### config.mk
export PLATFORM = sky130hd
export DESIGN_NAME = conv_feed_tx_flat
export DESIGN_NICKNAME = d
export VERILOG_FILES = /design/src/rtl/conv_feed_tx_if.sv /design/src/rtl/conv_feed_tx.sv /design/src/flat_wrapper.sv
export SDC_FILE = /design/constraint.sdc
export NUM_CORES = 1
export LEC_CHECK = 0
export BUFFER_PORTS_ARGS = -buffer_cell sky130_fd_sc_hd__buf_2
export CAP_MARGIN = 20
export CELL_PAD_IN_SITES_DETAIL_PLACEMENT = 0
export CELL_PAD_IN_SITES_GLOBAL_PLACEMENT = 2
export CORE_ASPECT_RATIO = 1.75
export CORE_MARGIN = 2
export CORE_UTILIZATION = 38
export CTS_BUF_LIST = sky130_fd_sc_hd__clkbuf_4 sky130_fd_sc_hd__clkbuf_8
export CTS_CLUSTER_DIAMETER = 80
export DETAILED_ROUTE_END_ITERATION = 8
export GPL_ROUTABILITY_DRIVEN = 0
export PLACE_DENSITY_LB_ADDON = 0.1
export SKIP_CTS_REPAIR_TIMING = 1
export SLEW_MARGIN = 20
export SYNTH_ARGS = -nofsm -noshare
export SYNTH_HDL_FRONTEND = slang
export SYNTH_SLANG_ARGS = --single-unit
### constraint.sdc
create_clock -name M_AXIS_ACLK -period 6.3 [get_ports M_AXIS_ACLK]
set_input_delay 0.315 -clock M_AXIS_ACLK [delete_from_list [all_inputs] [get_ports M_AXIS_ACLK]]
set_output_delay 0.315 -clock M_AXIS_ACLK [all_outputs]
set_load 0.02 [all_outputs]
### src/rtl/conv_feed_tx_if.sv
// conv_feed_tx_if: AXI-Stream bundle between the conv feeder and the conv engine.
interface conv_feed_tx_if #(parameter int DATA_W = 16);
  logic              tvalid;
  logic [DATA_W-1:0] tdata;
  logic [DATA_W/8-1:0] tkeep;
  logic              tlast;
  logic              tready;
  modport master (output tvalid, tdata, tkeep, tlast, input tready);
  modport slave  (input tvalid, tdata, tkeep, tlast, output tready);
endinterface

### src/rtl/conv_feed_tx.sv
// conv_feed_tx: streams a 9-word filter packet then a column-interleaved 3-row band from BRAM; CONV_FEED_STALL_CNT_EN adds stall_cycles.
module conv_feed_tx #(
  parameter int MEM_AW = 12,
  parameter int DATA_W = 16,
  parameter int COLS_W = 10
) (
  input  logic              M_AXIS_ACLK,
  input  logic              M_AXIS_ARESET,
  input  logic              start,
  input  logic [MEM_AW-1:0] cfg_filt_base,
  input  logic [MEM_AW-1:0] cfg_data_base,
  input  logic [COLS_W-1:0] cfg_cols,
  output logic              busy,
  output logic              done,
  output logic              err,
  output logic              mem_en,
  output logic [MEM_AW-1:0] mem_addr,
  input  logic [DATA_W-1:0] mem_rdata,
`ifdef CONV_FEED_STALL_CNT_EN
  output logic [31:0]       stall_cycles,
`endif
  conv_feed_tx_if.master    m_axis
);
  typedef enum logic [1:0] {IDLE, FILT, DATA, DRAIN} state_t;
  state_t state;
  logic [MEM_AW-1:0] data_base, col_ptr;
  logic [COLS_W-1:0] cols, c;
  logic [1:0] r, count;
  logic rd_pend, rd_last, iss_last, pop, shift, wr0, wr1;
  logic [DATA_W-1:0] d0, d1;
  logic l0, l1;
  assign pop = count != 2'd0 && m_axis.tready;
  // Reads land one edge after issue, so a slot freed by this cycle's pop can be reused at once.
  assign mem_en = (state == FILT || state == DATA) &&
                  (({1'b0, count} + {2'b0, rd_pend}) < (pop ? 3'd3 : 3'd2));
  assign iss_last = state == FILT ? c == COLS_W'(8) : (r == 2'd2 && c + COLS_W'(1) == cols);
  assign shift = pop && count == 2'd2;
  assign wr0 = rd_pend && (count == 2'd0 || (pop && count == 2'd1));
  assign wr1 = rd_pend && ((count == 2'd1 && !pop) || shift);
  assign m_axis.tvalid = count != 2'd0;
  assign m_axis.tdata = d0;
  assign m_axis.tlast = l0;
  assign m_axis.tkeep = '1;
  always_ff @(posedge M_AXIS_ACLK) begin
    if (M_AXIS_ARESET) begin
      state <= IDLE;
      busy <= 1'b0;
      done <= 1'b0;
      err <= 1'b0;
      count <= 2'd0;
      rd_pend <= 1'b0;
      rd_last <= 1'b0;
      d0 <= '0;
      l0 <= 1'b0;
      d1 <= '0;
      l1 <= 1'b0;
      mem_addr <= '0;
      data_base <= '0;
      col_ptr <= '0;
      cols <= '0;
      c <= '0;
      r <= 2'd0;
    end else begin
      done <= 1'b0;
      err <= 1'b0;
      rd_pend <= mem_en;
      rd_last <= iss_last;
      count <= count + {1'b0, rd_pend} - {1'b0, pop};
      if (shift) {l0, d0} <= {l1, d1};
      else if (wr0) {l0, d0} <= {rd_last, mem_rdata};
      if (wr1) {l1, d1} <= {rd_last, mem_rdata};
      case (state)
        IDLE: if (start) begin
          if (cfg_cols < COLS_W'(3)) err <= 1'b1;
          else begin
            state <= FILT;
            busy <= 1'b1;
            mem_addr <= cfg_filt_base;
            data_base <= cfg_data_base;
            cols <= cfg_cols;
            c <= '0;
          end
        end
        FILT: if (mem_en) begin
          if (iss_last) begin
            state <= DATA;
            mem_addr <= data_base;
            col_ptr <= data_base;
            c <= '0;
            r <= 2'd0;
          end else begin
            mem_addr <= mem_addr + MEM_AW'(1);
            c <= c + COLS_W'(1);
          end
        end
        DATA: if (mem_en) begin
          if (r == 2'd2) begin
            r <= 2'd0;
            c <= c + COLS_W'(1);
            col_ptr <= col_ptr + MEM_AW'(1);
            mem_addr <= col_ptr + MEM_AW'(1);
            if (iss_last) state <= DRAIN;
          end else begin
            r <= r + 2'd1;
            mem_addr <= mem_addr + MEM_AW'(cols);
          end
        end
        DRAIN: if (!rd_pend && (count == 2'd0 || (count == 2'd1 && pop))) begin
          state <= IDLE;
          busy <= 1'b0;
          done <= 1'b1;
        end
      endcase
    end
  end
`ifdef CONV_FEED_STALL_CNT_EN
  always_ff @(posedge M_AXIS_ACLK) begin
    if (M_AXIS_ARESET || (state == IDLE && start && cfg_cols >= COLS_W'(3))) stall_cycles <= '0;
    else if (busy && count != 2'd0 && !m_axis.tready && ~&stall_cycles) stall_cycles <= stall_cycles + 32'd1;
  end
`endif
endmodule

### src/flat_wrapper.sv
// flat-port wrapper written by rule: the top's interface ports become plain ports
module conv_feed_tx_flat 
#(
  parameter int MEM_AW = 12,
  parameter int DATA_W = 16,
  parameter int COLS_W = 10
)
  (M_AXIS_ACLK, M_AXIS_ARESET, start, cfg_filt_base, cfg_data_base, cfg_cols, busy, done, err, mem_en, mem_addr, mem_rdata, m_axis_tvalid, m_axis_tdata, m_axis_tkeep, m_axis_tlast, m_axis_tready);
  conv_feed_tx_if #(.DATA_W(DATA_W)) m_axis_i ();
  input  logic M_AXIS_ACLK;
  input  logic M_AXIS_ARESET;
  input  logic start;
  input  logic [MEM_AW-1:0] cfg_filt_base;
  input  logic [MEM_AW-1:0] cfg_data_base;
  input  logic [COLS_W-1:0] cfg_cols;
  output logic busy;
  output logic done;
  output logic err;
  output logic mem_en;
  output logic [MEM_AW-1:0] mem_addr;
  input  logic [DATA_W-1:0] mem_rdata;
  output wire logic [$bits(m_axis_i.tvalid)-1:0] m_axis_tvalid;
  output wire logic [$bits(m_axis_i.tdata)-1:0] m_axis_tdata;
  output wire logic [$bits(m_axis_i.tkeep)-1:0] m_axis_tkeep;
  output wire logic [$bits(m_axis_i.tlast)-1:0] m_axis_tlast;
  input wire logic [$bits(m_axis_i.tready)-1:0] m_axis_tready;
  assign m_axis_tvalid = m_axis_i.tvalid;
  assign m_axis_tdata = m_axis_i.tdata;
  assign m_axis_tkeep = m_axis_i.tkeep;
  assign m_axis_tlast = m_axis_i.tlast;
  assign m_axis_i.tready = m_axis_tready;
  conv_feed_tx #(.MEM_AW(MEM_AW), .DATA_W(DATA_W), .COLS_W(COLS_W)) u_core (.M_AXIS_ACLK(M_AXIS_ACLK), .M_AXIS_ARESET(M_AXIS_ARESET), .start(start), .cfg_filt_base(cfg_filt_base), .cfg_data_base(cfg_data_base), .cfg_cols(cfg_cols), .busy(busy), .done(done), .err(err), .mem_en(mem_en), .mem_addr(mem_addr), .mem_rdata(mem_rdata), .m_axis(m_axis_i));
endmodule
# Word-level counts from Yosys, hierarchy flattened

Cells that the tools add are included.

Register bits after elaboration: 101
Logic and storage cells: 122

Bitwise logic cells: 4
Equality and inequality tests: 16
$add $sub $neg: 8
Magnitude comparators: 2
Multiplexer cells: 45
Reductions and logical operators: 30

Operators by type and width:

| cell                                                         | number |
|---|---|
| 2-to-1 mux 12 bit                                            | 10 |
| 2-to-1 mux 10 bit                                            | 6 |
| one-hot mux 12 bit (3 select lines)                          | 1 |
| 2-to-1 mux 16 bit                                            | 2 |
| one-hot mux 10 bit (3 select lines)                          | 1 |
| adder 12 x 1 -> 12 bit (second input constant)               | 2 |
| 2-to-1 mux 2 bit                                             | 12 |
| one-hot mux 12 bit (2 select lines)                          | 1 |
| adder 12 x 10 -> 12 bit                                      | 1 |
| adder 10 x 1 -> 10 bit (second input constant)               | 1 |
| == test 10 bit                                               | 1 |
| == test 10 x 4 -> 1 bit (second input constant)              | 1 |
| less-than comparator 10 x 2 -> 1 bit (second input constant) | 1 |
| != test 2 bit (second input constant)                        | 5 |
| AND reduction 5 bit                                          | 2 |
| logical AND 1 bit                                            | 9 |
| 2-to-1 mux 1 bit                                             | 9 |
| == test 2 bit (second input constant)                        | 4 |
| one-hot mux 2 bit (4 select lines)                           | 1 |
| AND reduction 4 bit                                          | 2 |
| AND reduction 8 bit                                          | 1 |
| nonzero test 2 bit                                           | 4 |
| != test 2 x 1 -> 1 bit (second input constant)               | 3 |
| AND reduction 6 bit                                          | 1 |
| 16 further kinds                                             | 24 |

# Depth between registers and ports, before layout

Word-level depth: 8
Gate-level depth with buffers: 11
Mapped depth without buffers: 10

# Worst setup path after synthesis

OpenSTA, ideal clock, no wires.

Path kind: register -> register
Start: register u_core.mem_addr[0]
End: register u_core.mem_addr[8]
Buffers on the path: 0
Stages on the path, launching flop included: 11
Arrival time: 2,368 ps
Slack: 3,846 ps
Period minus slack after synthesis: 2,454 ps
Cell sequence: dfxtp_1 > ha_1 > inv_1 > fa_1 > nor2b_1 > o2111ai_1 > a21boi_1 > o21a_1 > nor4_1 > or3_1 > a221oi_2

Cells in the longest elaborated chain, start to end: 4

Ends and longest elaborated chain:

| element                                                           | line                                    | text |
|---|---|---|
| start: declaration                                                | conv_feed_tx.sv:17                      | `output logic [MEM_AW-1:0] mem_addr,` |
| start signal: assignment                                          | conv_feed_tx.sv:78                      | `mem_addr <= cfg_filt_base;` |
| start signal: assignment                                          | conv_feed_tx.sv:87                      | `mem_addr <= data_base;` |
| start signal: assignment                                          | conv_feed_tx.sv:92                      | `mem_addr <= mem_addr + MEM_AW'(1);` |
| adder 12 x 10 -> 12 bit or adder 12 x 1 -> 12 bit (tied branches) | conv_feed_tx.sv:105, conv_feed_tx.sv:92 |  |
| 2-to-1 mux 12 bit, on equally long branches                       | conv_feed_tx.sv:97, conv_feed_tx.sv:85  |  |
| 2-to-1 mux 12 bit, on equally long branches                       | conv_feed_tx.sv:96, conv_feed_tx.sv:84  |  |
| one-hot mux 12 bit (3 select lines) (*)                           | conv_feed_tx.sv:72                      | `case (state)` |

Mark *: on every way between the ends. The rest lies on a longest branch, timed or not. The select of a mux whose other input is x is not followed.
A chain may end at the register's enable or synchronous reset.

# Final worst setup path

Start: register u_core.state[0]
End: register u_core.c[9]

Cells in the longest elaborated chain, start to end: 5

Ends and longest elaborated chain:

| element                                                                    | line                                                       | text |
|---|---|---|
| start: declaration                                                         | conv_feed_tx.sv:25                                         | `state_t state;` |
| start signal: assignment                                                   | conv_feed_tx.sv:46                                         | `state <= IDLE;` |
| start signal: assignment                                                   | conv_feed_tx.sv:76                                         | `state <= FILT;` |
| start signal: assignment                                                   | conv_feed_tx.sv:86                                         | `state <= DATA;` |
| == test 2 x 1 -> 1 bit or == test 2 bit (tied branches)                    | conv_feed_tx.sv:34, conv_feed_tx.sv:36, conv_feed_tx.sv:72 |  |
| 2-to-1 mux 1 bit or logical OR 1 bit (tied branches)                       | conv_feed_tx.sv:36, conv_feed_tx.sv:34                     |  |
| 2-to-1 mux 10 bit or logical AND 1 bit (tied branches)                     | conv_feed_tx.sv:85, conv_feed_tx.sv:34                     |  |
| 2-to-1 mux 10 bit or != test 2 bit (tied branches)                         | --                                                         |  |
| one-hot mux 10 bit (3 select lines) or AND reduction 6 bit (tied branches) | --                                                         |  |
| end signal: assignment                                                     | conv_feed_tx.sv:93                                         | `c <= c + COLS_W'(1);` |
| end signal: assignment                                                     | conv_feed_tx.sv:99                                         | `c <= c + COLS_W'(1);` |
| end: declaration                                                           | conv_feed_tx.sv:27                                         | `logic [COLS_W-1:0] cols, c;` |

Several ways; a longest one is shown, not always the timed one. The select of a mux whose other input is x is not followed.

==> impl_metrics.csv <==
group,metric,value,unit
layout,area_delta_synth_final,10.9,%
layout,multi_input_area,3720,sq um
placement,placed_cells,972,
yosys,ys_seq_elements,101,
route,wl_per_cell,18.1,um
setup_path,cp_data_required_time,6580,ps
die,num_rows,61,
setup_path,reg2reg_setup_slack,2850,ps
layout,drive_gt1_share,17.8,%
global_route,grt_max_degree,62,
layout,final_area,6730,sq um
clock_network,cts.htree.levels,3,
clock_network,clk_pin_slew_worst_paths,120,ps
timing,fin_skew,23.6,ps
layout,seq_area,2020,sq um
global_route,grt_pass1_vias,5425,
clock_network,cts_buffers,9,
layout,final_util,42.8,%
route,drtPass1Iterations,4,
yosys,synth_edf_count,0,
yosys,synth.yosys.seq_area_share,33.3,%
die,core,15700,sq um
setup_path,start_kind,"flop",
route,drc,0,
timing,fin_crit,3450,ps
route,vias_per_cell,5.54,
yosys,synth-async-reset-ratio,0,%
route,wl,17.9,mm
power,power.total,2.65,mW
layout,finalNetCount,871,
yosys,synth.avg_cell_area,8.22,sq um
global_route,gr-total-overflow,0,
clock_network,worstSkewPairLatency,380,ps
layout,fillCellCount,1642,
clock_network,cts.path.max_buffers,2,
route,ant_nets,0,
route,drtIter0Drc,225,
global_route,grt_pass1_wl,28.6,mm
timing,hold_violations,0,
timing,rsz0062_at_grt,"false",
global_route,antenna_found_initial,0,
die,initial_core_util,38.6,%
timing,relSlewSlack,32.1,%
clock_network,cts_tree,"built",
route,num_vias,5476,
timing,slew_viol_final,0,
timing,tightest_slew,1020,ps
min_path,hold_class,"primary input to flop",
yosys,synthCells,738,
power,leakagePower,2.87,nW
timing,setup_viol,0,
run,cap_violations,0,
power,peakVddDrop,0.000213,V
timing,tns,0,ps
yosys,netlist_area,6060,sq um
die,fp.dieW,99.5,um
timing,max_clock_freq,0.290,GHz
layout,fin_cells,988,
yosys,ys_types,77,
setup_path,cp_max_fo,29,
setup_path,cp-end-kind,"flop",
global_route,grt_use_total,21.2,%
yosys,yosys_most_used_dff,"dfxtp_1",
yosys,synth-warning-count,0,
placement,placedInstanceArea,6540,sq um
placement,io_buffers,87,
status,status,"complete, no violations",
clock_network,cts_sinks,101,
die,die_area,17000,sq um
layout,diodes,0,
setup_path,cp.arrival,3740,ps
timing,finalCritPeriodShare,54.8,%
placement,dp_hpwl,13.4,mm
setup_path,critPathKind,"flop to flop",
power,power_density,394,nW/um^2
clock_network,cts_root_buf,"clkbuf_8",
die,die_height,171,um
die,io_pins,90,
## synthesized netlist by cell type (4+ instances only)
cell type | number | area share [%]
nand4_1 | 8 | 0.83
clkbuf_1 | 26 | 1.6
o21ai_0 | 23 | 1.9
nor2_1 | 83 | 5.1
nand2b_1 | 9 | 0.93
mux2i_1 | 41 | 6.8
buf_6 | 4 | 0.74
xnor2_1 | 29 | 4.2
xor2_1 | 11 | 1.6
inv_1 | 16 | 0.99
dfxtp_1 | 101 | 33
buf_4 | 9 | 1.1
nor3_1 | 16 | 1.3
a31oi_1 | 7 | 0.72
o21ai_1 | 9 | 0.74
or3_1 | 6 | 0.62
a311oi_1 | 4 | 0.58
buf_2 | 7 | 0.58
ha_1 | 22 | 4.5
nand2_1 | 96 | 5.9
a21oi_1 | 52 | 4.3
o221ai_1 | 4 | 0.58
a21o_1 | 4 | 0.50
o21a_1 | 5 | 0.62
a311oi_2 | 4 | 0.99
a211oi_2 | 6 | 1.2
a211oi_1 | 20 | 2.5
nor2b_1 | 13 | 1.3
nor4_1 | 5 | 0.52
o31a_1 | 5 | 0.72
o22ai_1 | 5 | 0.52
and2_1 | 6 | 0.62
nand3_1 | 15 | 1.2
and4_1 | 6 | 0.87
o211ai_1 | 4 | 0.50
## placed cells by master, fill, tap and decap left out, types with 9 or more instances in the layout
cell | Yosys | layout
a211oi_1 | 20 | 20
a21oi_1 | 52 | 52
buf_2 | 7 | 86
clkbuf_8 | 0 | 10
dfxtp_1 | 101 | 101
ha_1 | 22 | 22
inv_1 | 16 | 16
mux2i_1 | 41 | 41
nand2_1 | 96 | 96
nand2b_1 | 9 | 9
nand3_1 | 15 | 15
nor2_1 | 83 | 83
nor2b_1 | 13 | 13
nor3_1 | 16 | 16
o21ai_0 | 23 | 23
xnor2_1 | 29 | 29
xor2_1 | 11 | 11
## worst max-delay path: stages (launching register included)
cell	delay, ps
dfxtp_1	380
inv_1	90
ha_1	930
nand2b_1	370
o22ai_1	280
and2_1	610
and3_4	340
o21ai_1	90
a311oi_2	270
## path summary, 6_finish.rpt
kind | startpoint | endpoint | cells after the start
max reg2reg | u_core.state[0] | u_core.c[9] | 8
min | cfg_data_base[10] | u_core.data_base[10] | 3
max | u_core.state[0] | u_core.c[9] | 8
min reg2reg | u_core.data_base[0] | u_core.data_base[0] | 2
## flip-flops by register name, indices dropped and copies added (netlist names)
register	count
u_core.busy	1
u_core.l1	1
u_core.done	1
u_core.state	2
u_core.cols	10
u_core.mem_addr	12
u_core.rd_last	1
u_core.col_ptr	12
u_core.rd_pend	1
u_core.m_axis.tlast	1
u_core.r	2
u_core.data_base	12
u_core.count	2
u_core.d1	16
u_core.c	10
u_core.err	1
u_core.m_axis.tdata	16
## layout make-up
| type | instances | share of cell area, % |
|---|---|---|
| Multi-Input combinational cell | 571 | 55.3 |
| Sequential cell | 101 | 30.1 |
| Tap cell | 189 | 3.51 |
| Inverter | 17 | 0.948 |
| Timing Repair Buffer | 94 | 7.29 |
| Clock inverter | 6 | 0.800 |
| Clock buffer | 10 | 2.05 |
## per-layer routing
layer,GRT usage (%),part of all wire (%)
met2,39.9,53
met3,3.47,4.0
met1,24.3,41
met4,5.90,1.8
met5,0,0
## logic make-up (layout without fill, tap and decap cells)
kind of cell	count (synthesis)	after routing	share of synthesized area, %
other cells	1	2	0.0618
mux	44	44	7.32
buf+inv	67	127	5.38
xor+xnor	40	40	5.78
flops	101	101	33.3
simple gates	282	282	22.3
fa+ha+maj	23	23	4.87
compound gates	180	180	20.9
## metrics by stage
step | setup slack, ps | hold slack, ps
floorplan | 3850 | 407
detailed placement | 2910 | 483
finish | 2850 | 171
CTS | 2870 | 154
global route | 2660 | 172
global placement | 3030 | 473
## power by group
| group | switching, mW | internal (mW) |
|---|---|---|
| clock network | 0.258 | 0.161 |
| logic | 0.844 | 0.484 |
| registers | 0.142 | 0.762 |
| total | 1.24 | 1.41 |
Note: power is estimated with default switching activity, not from simulation.
